`config.mk`:
```
export PLATFORM = sky130hd
export DESIGN_NAME = credential_presenter
export DESIGN_NICKNAME = d
export VERILOG_FILES = /design/src/rtl/credential_presenter.sv
export SDC_FILE = /design/constraint.sdc
export NUM_CORES = 1
export LEC_CHECK = 0
export ABC_AREA = 1
export BUFFER_PORTS_ARGS = -buffer_cell sky130_fd_sc_hd__buf_4
export CAP_MARGIN = 5
export CORE_MARGIN = 2
export CORE_UTILIZATION = 54
export CTS_CLUSTER_DIAMETER = 200
export DETAILED_ROUTE_END_ITERATION = 10
export GPL_ROUTABILITY_DRIVEN = 1
export PLACE_DENSITY = 0.76
export SETUP_SLACK_MARGIN = 0.1
export SYNTH_ARGS = -nofsm -noshare
export SYNTH_HDL_FRONTEND = slang
export SYNTH_SLANG_ARGS = --single-unit
```
`constraint.sdc`:
```
create_clock -name clk -period 1.8 [get_ports clk]
set_clock_uncertainty 0.05 [all_clocks]
set_input_delay 0.18 -clock clk [delete_from_list [all_inputs] [get_ports clk]]
set_output_delay 0.18 -clock clk [all_outputs]
set_load 0.1 [all_outputs]
```
`src/rtl/credential_presenter.sv`:
```
// Self-timed credential sequencer: presents candidates to the lock, samples LEDstatus,
// stops on match or attempt budget. Optional lock-saturation abort: CRED_LOCKOUT_ABORT_EN.
module credential_presenter #(
  parameter int unsigned HOLD_CYCLES  = 5,
  parameter int unsigned MAX_ATTEMPTS = 16
) (
  input  logic       clk,
  input  logic       rst,
  input  logic       start,
  input  logic [3:0] ubSeed,
  input  logic       LEDstatus,
  input  logic [3:0] ubCounter,
  output logic [3:0] ubCredential,
  output logic       busy,
  output logic       found,
  output logic       exhausted,
  output logic [3:0] ubFoundValue,
  output logic [4:0] ubAttempts,
  output logic       lockout
);

  localparam logic [2:0] StIdle      = 3'd0;
  localparam logic [2:0] StPresent   = 3'd1;
  localparam logic [2:0] StSample    = 3'd2;
  localparam logic [2:0] StFound     = 3'd3;
  localparam logic [2:0] StExhausted = 3'd4;

  localparam logic [7:0] HoldLast = 8'(HOLD_CYCLES - 1);
  localparam logic [4:0] AttMax   = 5'(MAX_ATTEMPTS);

  logic [2:0] state_q, state_d;
  logic [7:0] hold_q, hold_d;
  logic [3:0] cred_q, cred_d;
  logic [3:0] fval_q, fval_d;
  logic [4:0] att_q, att_d;
  logic       found_q, found_d;
  logic       exh_q, exh_d;
  logic       lock_q, lock_d;
  logic       abort_hit;

`ifdef CRED_LOCKOUT_ABORT_EN
  assign abort_hit = (ubCounter == 4'd15);
`else
  logic unused_counter;
  assign unused_counter = ^ubCounter;
  assign abort_hit      = 1'b0;
`endif

  always_comb begin
    state_d = state_q;
    hold_d  = hold_q;
    cred_d  = cred_q;
    fval_d  = fval_q;
    att_d   = att_q;
    found_d = found_q;
    exh_d   = exh_q;
    lock_d  = lock_q;
    case (state_q)
      StIdle, StFound, StExhausted: begin
        if (start) begin
          cred_d  = ubSeed;
          hold_d  = 8'd0;
          att_d   = 5'd0;
          found_d = 1'b0;
          exh_d   = 1'b0;
          lock_d  = 1'b0;
          fval_d  = 4'd0;
          state_d = StPresent;
        end
      end
      StPresent: begin
        if (hold_q == HoldLast) begin
          state_d = StSample;
        end else begin
          hold_d = hold_q + 8'd1;
        end
      end
      StSample: begin
        att_d = att_q + 5'd1;
        if (LEDstatus) begin
          found_d = 1'b1;
          fval_d  = cred_q;
          state_d = StFound;
        end else if (abort_hit) begin
          lock_d  = 1'b1;
          exh_d   = 1'b1;
          state_d = StExhausted;
        end else if (att_q + 5'd1 == AttMax) begin
          exh_d   = 1'b1;
          state_d = StExhausted;
        end else begin
          cred_d  = cred_q + 4'd1;
          hold_d  = 8'd0;
          state_d = StPresent;
        end
      end
      default: state_d = StIdle;
    endcase
  end

  always_ff @(posedge clk) begin
    if (rst) begin
      state_q <= StIdle;
      hold_q  <= 8'd0;
      cred_q  <= 4'd0;
      fval_q  <= 4'd0;
      att_q   <= 5'd0;
      found_q <= 1'b0;
      exh_q   <= 1'b0;
      lock_q  <= 1'b0;
    end else begin
      state_q <= state_d;
      hold_q  <= hold_d;
      cred_q  <= cred_d;
      fval_q  <= fval_d;
      att_q   <= att_d;
      found_q <= found_d;
      exh_q   <= exh_d;
      lock_q  <= lock_d;
    end
  end

  assign ubCredential = cred_q;
  assign busy         = (state_q == StPresent) || (state_q == StSample);
  assign found        = found_q;
  assign exhausted    = exh_q;
  assign ubFoundValue = fval_q;
  assign ubAttempts   = att_q;
`ifdef CRED_LOCKOUT_ABORT_EN
  assign lockout      = lock_q;
`else
  assign lockout      = 1'b0;
`endif

endmodule

```
==> summary.md, run 1 <==
The flow ran to the end, and the final reports show no timing, DRC or antenna violations. Dividing the detail-routed wire length by the instance count gives 12.14 um. The sink count of the clock tree is 26. The run gives 0 as the number of pins exceeding their max-slew limit in the final report. The run gives 0 as the number of inserted diodes. Number of port buffers: 23. The count of synthesis-stage warnings from yosys is 0.

The first global-routing pass estimated 5.361 mm of wire. The largest fanout of any net on the critical path is 8, and the post-synthesis average cell area is 6.753 sq um. The H-tree depth came out at 1. The worst setup path is launched from a flop. The die span in y came out at 56.33 um. The placed wire-length estimate is 2.521 mm, and the final design instance area without fill is 0.001740 sq mm. The post-route fraction of the period consumed by the critical path works out to 0.8663. The share of synthesized registers carrying an async set or reset works out to 0.

The run gives 1.99 ns as the worst endpoint required time. Most instantiated library cell after synthesis: sky130_fd_sc_hd__nand2_1. The tools report the proportion of synthesized chip area in sequential cells as 0.3519.

The quantity of gates resized following cts was 0. The class of the tightest hold or removal check is primary input to flop. The longest clock path from root to sink contains 2 buffers. The logs give 0.2071 for the overall routing resource usage and 1245 for the via count of the first global-routing pass. The logs give 29 for the boundary pin count and 0 for the reported max-cap violation count. Dividing total power by cell area gives a power density of 1598 mW/mm^2. The number of cells on the worst reg-to-reg path is 10. The most used flip-flop cell after synthesis is sky130_fd_sc_hd__dfxtp_1. The final critical-path required period is 1.559 ns, and the largest vdd supply drop is 1.557 mV.

Startpoint-to-endpoint class of the critical path: flop to flop. The die outline area was 0.003173 sq mm; the flip-flop and latch area was 538.0 sq um. After detailed routing, the total wire length is 3.301 mm. The number of different library cells used by synthesis comes to 26. The tools report the clock root buffer as sky130_fd_sc_hd__clkbuf_4. The standby leakage power came out at 0.7798 nW. The synthesized netlist occupies a cell area of 0.001479 sq mm. The most critical setup path has its endpoint at ubCredential[3]. TritonCTS built the clock tree. The horizontal extent of the die is 56.33 um. The layout-stage area growth over the synthesis result was 17.68%. Setup slack on the worst reg-to-reg path comes out at 0.24 ns. The commonest cells after synthesis are sky130_fd_sc_hd__nand2_1, sky130_fd_sc_hd__dfxtp_1, sky130_fd_sc_hd__a21oi_1, sky130_fd_sc_hd__inv_1, sky130_fd_sc_hd__nor2_1. Net count of the mapped netlist: 236. After clock tree synthesis, the clock-pin slew on the worst setup and hold paths is 0.15 ns. The run gives 0.33 ns as the clock latency on the worst-skew pair.

Global routing finished with a remaining overflow of 0. The worst hold path stage count is 3. Setup repair after global routing left no endpoint under its margin. The number of rows in the core area was 18; the hold violation count in the final report was 0. Based on the critical path, the design can be clocked at up to 641.3 MHz. The endpoint identified for the worst register-to-register timing path is ubCredential[3]. Yosys attributes the largest share of cell area to sky130_fd_sc_hd__dfxtp_1, sky130_fd_sc_hd__nand2_1, sky130_fd_sc_hd__a21oi_1, sky130_fd_sc_hd__inv_1, sky130_fd_sc_hd__ha_1. Counting every instance in the synthesized netlist gives 219. The DRC violation total after the first TritonRoute iteration is 70, and the critical path data arrival time is 1.75 ns. The logs give 0 for the post-CTS setup buffer count and 0 for the number of setup violations in the final report. The clock buffer count from CTS is 3. After clock tree synthesis, the flow added hold-fix buffers numbering 0. The tools report the core area as 0.002545 sq mm. Dividing the detail-routed via count by the number of cells gives 5.397. The run gives 0 as the remaining design rule violation count. For this run, the post-layout net count is 260. For the post-layout utilization of the core, the log shows 0.6839. The run gives 0 as the antenna violation net count after detailed routing.

Summed over all instances, the cell type with the most area after synthesis is sky130_fd_sc_hd__dfxtp_1. The critical path launch point is ubAttempts[0]. The number of detailed-route iterations in the first pass was 4. Yosys mapped a number of flops with a built-in enable equal to 0. The placed instances occupy a cell area of 0.001693 sq mm. For the number of filler cells placed in the layout, the log shows 223. The area fraction of the dominant cell type after synthesis works out to 0.3519.

The run gives 0.8511 as the last weighted congestion value of the routability-driven placer. Launch point of the worst reg-to-reg path: ubAttempts[0]. The synthesized design contains 26 register bits. In the final timing run, aggregate negative setup slack is 0 ns. The logs give 0.5811 for the effective utilization at floorplan and 1468 for the via count. For the largest net degree at the start of global routing, the log shows 21.

The number of antenna violations at the first check in global routing is 0, and the multi-input gate area in the final layout is 839.6 sq um. The tools report the type of destination of the critical path as a flop. Share of post-route cells with drive strength above 1: 0.2314.
==> stage by stage <==
stage	worst slack [ns]	std cells	total power, mW	hold WS, ns
6_report	0.2407	272	2.782	0.08266
5_1_grt	0.1180	272	2.929	0.08520
4_1_cts	0.2414	272	2.784	0.07699
3_5_place_dp	0.2649	268	2.430	0.4142
3_3_place_gp	0.2896	268	2.393	0.4024
2_1_floorplan	0.1410	219	2.104	0.2992
==> layout make-up <==
type | instances | area share
sequential | 26 | 0.3091
timing repair buffer | 24 | 0.1035
tap | 30 | 0.02157
clock buffer | 4 | 0.02732
inverter | 26 | 0.05607
multi-input combinational | 162 | 0.4824
==> report_power, final <==
part / switching (mW) / internal, mW
Clock: 0.187 / 0.170
Sequential: 0.134 / 0.691
Combinational: 1.23 / 0.374
==> sequential cells by signal, summed over array words and instances (netlist names) <==
| register | cells |
|---|---|
| state_q | 3 |
| ubFoundValue | 4 |
| hold_q | 8 |
| found | 1 |
| ubCredential | 4 |
| exhausted | 1 |
| ubAttempts | 5 |
==> how the worst min path moves through the flow <==
stage / start / to / slack [ns]
final: LEDstatus / found / 0.08
after global routing: LEDstatus / found / 0.09
after CTS: LEDstatus / found / 0.08
after detailed placement: ubFoundValue[1] / ubFoundValue[1] / 0.41
after global placement: exhausted / exhausted / 0.40
after floorplan: LEDstatus / found / 0.30
==> worst max-delay path, stage by stage (launching register included) <==
cell and delay [ns]:
sky130_fd_sc_hd__dfxtp_4 0.43, sky130_fd_sc_hd__ha_4 0.17, sky130_fd_sc_hd__inv_1 0.05, sky130_fd_sc_hd__nand2_1 0.06, sky130_fd_sc_hd__nand3_1 0.10, sky130_fd_sc_hd__nor2_2 0.15
sky130_fd_sc_hd__nand2_2 0.12, sky130_fd_sc_hd__nand2_2 0.14, sky130_fd_sc_hd__inv_2 0.06, sky130_fd_sc_hd__nor2_1 0.08, sky130_fd_sc_hd__nor2_1 0.05
==> layout by cell type, fill, tap and decap left out, types with 2 or more instances in the layout <==
cell                       count
sky130_fd_sc_hd__a21oi_1      24
sky130_fd_sc_hd__buf_4        24
sky130_fd_sc_hd__clkbuf_4      3
sky130_fd_sc_hd__dfxtp_1      18
sky130_fd_sc_hd__dfxtp_2       5
sky130_fd_sc_hd__dfxtp_4       3
sky130_fd_sc_hd__ha_1          4
sky130_fd_sc_hd__inv_1        21
sky130_fd_sc_hd__inv_2         5
sky130_fd_sc_hd__nand2_1      65
sky130_fd_sc_hd__nand2_2       5
sky130_fd_sc_hd__nand3_1      12
sky130_fd_sc_hd__nand3_2       2
sky130_fd_sc_hd__nand3b_1      3
sky130_fd_sc_hd__nand4_1       8
sky130_fd_sc_hd__nor2_1       13
sky130_fd_sc_hd__nor2_2        3
sky130_fd_sc_hd__nor3_1        2
sky130_fd_sc_hd__o21ai_0      10
sky130_fd_sc_hd__xor2_1        3
==> logic make-up (layout without fill, tap and decap cells) <==
family | after synthesis | count (layout) | share of synthesized area
buffers and inverters | 31 | 54 | 0.08884
multiplexers | 1 | 1 | 0.006768
AND/OR/NAND/NOR | 116 | 116 | 0.3655
flip-flops | 26 | 26 | 0.3519
AO/OA/AOI/OAI | 36 | 36 | 0.1244
adder cells (fa/ha/maj) | 5 | 5 | 0.04230
other | 1 | 1 | 0.002536
XOR/XNOR | 3 | 3 | 0.01777
==> layer usage <==
layer / wire [um] / track usage / vias up
met3: 145 / 0.02535 / 9
met2: 1521 / 0.3345 / 41
met1: 1576 / 0.2798 / 663
met4: 58 / 0.08503 / 0
met5: 0 / 0 / -
li1: - / - / 755
Note: power is estimated with default switching activity, not from simulation.
==> inputs of run 2 (changes only) <==
--- a/config.mk
+++ b/config.mk
@@ -5,10 +5,8 @@
 export SDC_FILE = /design/constraint.sdc
 export NUM_CORES = 1
 export LEC_CHECK = 0
-export ABC_AREA = 1
 export BUFFER_PORTS_ARGS = -buffer_cell sky130_fd_sc_hd__buf_4
 export CAP_MARGIN = 5
-export CORE_MARGIN = 2
 export CORE_UTILIZATION = 54
 export CTS_CLUSTER_DIAMETER = 200
 export DETAILED_ROUTE_END_ITERATION = 10
==> summary.md, run 2 <==
The run finished with clean final reports. Setup repair after global routing could not meet its margin everywhere. Cell class contributing the biggest share of worst-path delay: compound AO/OA/AOI/OAI gates. The number of flip-flops in the largest register was 8 (unchanged). The number of antenna violations at the first check in global routing is 0 (unchanged), and the share of post-route cells with drive strength above 1 is 0.3555 (+0.1240). The die span in y was 54.31 um (-3.6%). Number of inserted diodes: 0 (unchanged). For the sink count of the clock tree, the log shows 26 (unchanged).

The tools report the wire length of the first global-routing pass as 5.043 mm (-5.9%). Counting flops per register, the top entry is hold_q. For the overall routing resource usage, the log shows 0.2372 (+0.03011).

In this run the worst hold path is classified as primary input to flop. The effective utilization at floorplan is 0.5858 (+0.004693). The post-synthesis average cell area was 8.301 sq um (+23%). The run gives 0.02967 ns (-0.2110 ns) as the post-layout worst setup margin. The number of port buffers came out at 23 (unchanged). The synthesized flop and latch total is 26 (unchanged). The area fraction of the dominant cell type after synthesis came out at 0.3522 (about the same). The library cell with the largest summed area after synthesis was sky130_fd_sc_hd__dfxtp_1. The worst setup path is captured at a flop.

The quantity of hold-fixing buffers added after cts was 0 (unchanged); the upper clock frequency limit was 564.9 MHz (-12%). Count of different cell masters after synthesis: 50 (+92%). The signal on the critical path passes through or3b_4 -> o211a_4 -> a31oi_4 -> mux2i_1 -> a21oi_1. The run gives 0.001744 sq mm (+3.0%) as the placement-stage cell area. The number of setup violations in the final report is 0 (unchanged), and the placed wire-length estimate is 2.406 mm (-4.6%). The largest stage delay on the critical path is 0.39 ns (-0.04 ns). Most instantiated library cell after synthesis: sky130_fd_sc_hd__dfxtp_1. The wire length per cell came out at 14.27 um (+18%). The tools report the via count of the first global-routing pass as 1175 (-5.6%). Hold violation count in the final report: 0 (unchanged). The layout-stage area growth over the synthesis result came out at 30.14%. The commonest cells after synthesis are sky130_fd_sc_hd__dfxtp_1, sky130_fd_sc_hd__nor2_1, sky130_fd_sc_hd__nand2_1, sky130_fd_sc_hd__a21oi_1, sky130_fd_sc_hd__o21ai_0. The internal reg-to-reg setup slack came out at 0.03 ns (-0.21 ns). The leading cell type in the layout, fill and taps excluded is sky130_fd_sc_hd__buf_4. The library cells used most frequently in the layout, excluding fill and tap cells, are sky130_fd_sc_hd__buf_4, sky130_fd_sc_hd__nor2_1, sky130_fd_sc_hd__dfxtp_1. H-tree depth: 1 (unchanged).

The number of rows in the core area was 18 (unchanged). At the pin with the least slew margin, the transition time is 0.4987 ns. The run gives 0.8745 (+2.7%) as the last weighted congestion value of the routability-driven placer. The count of synthesis-stage warnings from yosys is 0 (unchanged), and the power density over the cells is 831.9 mW/mm^2 (-48%). For the aggregate global routing overflow, the log shows 0 (unchanged).

The post-route fraction of the period consumed by the critical path was 0.9835 (+0.1172); the sum of internal, switching and leakage power was 1.600 mW (-42%). The logs give 0 (unchanged) for the remaining design rule violation count and 0.001478 sq mm (about the same) for the synthesized cell area. The run gives 0 (unchanged) as the number of pins exceeding their max-slew limit in the final report. The number of enable-type register cells in the synthesized netlist is 0 (unchanged). Standby leakage power: 0.7499 nW (-3.8%). The final critical-path required period works out to 1.770 ns (+0.2110 ns). For the worst endpoint required time, the log shows 1.97 ns (-0.02 ns).

The maximum buffer depth of the clock tree came out at 2 (unchanged). The clock root buffer was sky130_fd_sc_hd__clkbuf_4. The largest vdd supply drop was 0.6868 mV (-56%); the largest net degree at the start of global routing was 26 (+24%). Average vias per placed instance: 5.809 (+7.6%). The die outline area is 0.002950 sq mm (-7.0%), and the post-CTS clock slew at the launch and capture registers of the worst setup and hold paths is 0.14 ns (about the same).

The logs give -0.009595 ns (-0.2745 ns) for the minimum setup slack after placement and 4 (unchanged) for the number of detailed-route iterations in the first pass. The largest fanout of any net on the critical path was 6 (-2); the horizontal extent of the die was 54.31 um (-3.6%). The tools report the final-stage net count as 229 (-12%). For the final setup TNS, the log shows 0 ns (unchanged).

The clock latency on the worst-skew pair is 0.32 ns (about the same). The DRC violation total after the first TritonRoute iteration is 22 (-69%), and the via count is 1400 (-4.6%). Flip-flop and latch area: 541.8 sq um (+0.70%). The share of synthesized registers carrying an async set or reset was 0 (unchanged); the multi-input gate area in the final layout was 954.7 sq um (+14%). The critical path data arrival time was 1.94 ns (+0.19 ns); the number of instances in the synthesized netlist was 178 (-19%). The most used flip-flop cell after synthesis was sky130_fd_sc_hd__dfxtp_1.

The clock buffer count from CTS is 3 (unchanged), and the worst max-slew margin expressed relative to the limit is 0.6660. The element type at the critical path start is a flop. The startpoint-to-endpoint class of the critical path is flop to flop. The proportion of synthesized chip area in sequential cells came out at 0.3522 (about the same). Critical path's slowest cell: sky130_fd_sc_hd__dfxtp_4.

By area the synthesized netlist is led by sky130_fd_sc_hd__dfxtp_1, sky130_fd_sc_hd__nor2_1, sky130_fd_sc_hd__a21oi_1, sky130_fd_sc_hd__nand2_1, sky130_fd_sc_hd__ha_1. For the final design instance area without fill, the log shows 0.001923 sq mm (+10%). The minimum hold slack was 0.08326 ns (+0.0005977 ns). The number of filler cells placed in the layout is 192 (-14%), and the number of buffer and inverter stages on the critical path is 0 (-2). The run gives 0 (unchanged) as the reported max-cap violation count.

TritonCTS built the clock tree. The logs give 3.439 mm (+4.2%) for the overall routed net length and 195 (-17%) for the net count of the mapped netlist. The logs give 29 (unchanged) for the boundary pin count and 0.002522 sq mm (-0.88%) for the core area.

The run gives 0 (unchanged) as the antenna violation net count after detailed routing.
[run 2: cell types whose count changed after synthesis, sizes merged, moves of 7 or more]
cell / previous run / this run
inv: 26 / 6
a21oi: 25 / 16
nand4: 8 / 1
nand3: 15 / 5
nand2: 70 / 17
[run 2: timing repair]
action / CTS / global route
pin swaps: 9 / 11
endpoints found under the setup margin: 13 / 21
setup buffers: 4 / 4
resized for setup: 10 / 15
[run 2: kinds of logic (layout without fill, tap and decap cells)]
family | count (synthesis) | after routing | synth area share
adders and majority gates | 5 | 5 | 0.04234
DFF | 26 | 26 | 0.3522
buffers and inverters | 16 | 49 | 0.05249
other | 1 | 1 | 0.002538
xor gates and xnor gates | 2 | 2 | 0.01186
AOI/OAI and AO/OA | 53 | 53 | 0.2701
muxes | 3 | 3 | 0.02032
and+or+nand+nor | 72 | 72 | 0.2481
[run 2: worst reg2reg max path: cells and delay by family, from the launching register on]
family	cells	cell delay [ns]
AOI/OAI and AO/OA	3	0.61
DFF	1	0.39
and+or+nand+nor	1	0.39
muxes	1	0.23
[run 2: final timing paths]
kind / cells past startpoint / end / startpoint
max: 5 / ubCredential[2] / state_q[0]
min: 3 / ubCredential[1] / ubSeed[1]
max reg2reg: 5 / ubCredential[2] / state_q[0]
min reg2reg: 2 / ubFoundValue[0] / ubFoundValue[0]
[run 2: per-stage QoR]
step                cells  utilization
CTS                   237       0.7307
finish                241       0.7624
global placement      229       0.6915
floorplan             178            -
detailed placement    229       0.6915
global route          241       0.7624
[run 2: final cells by class]
cell class                 count  share of cell area
tap                           30             0.01952
clock buffer                   4             0.01887
inverter                       6             0.01301
sequential                    26              0.2817
timing repair buffer          39              0.1705
multi-input combinational    136              0.4964
[run 2: per-layer routing]
layer / track usage / vias to the layer above / part of all wire
li1: - / 718 / -
met1: 0.2831 / 649 / 0.45
met2: 0.4309 / 28 / 0.51
met3: 0.03056 / 5 / 0.034
met4: 0.08120 / 0 / 0.011
met5: 0 / - / 0
[run 2: power by group]
| group | internal (mW) | leakage (nW) | switching [mW] |
|---|---|---|---|
| clock | 0.124 | 0.0210 | 0.170 |
| combinational | 0.240 | 0.513 | 0.417 |
| sequential | 0.605 | 0.216 | 0.0435 |
| total | 0.969 | 0.750 | 0.631 |
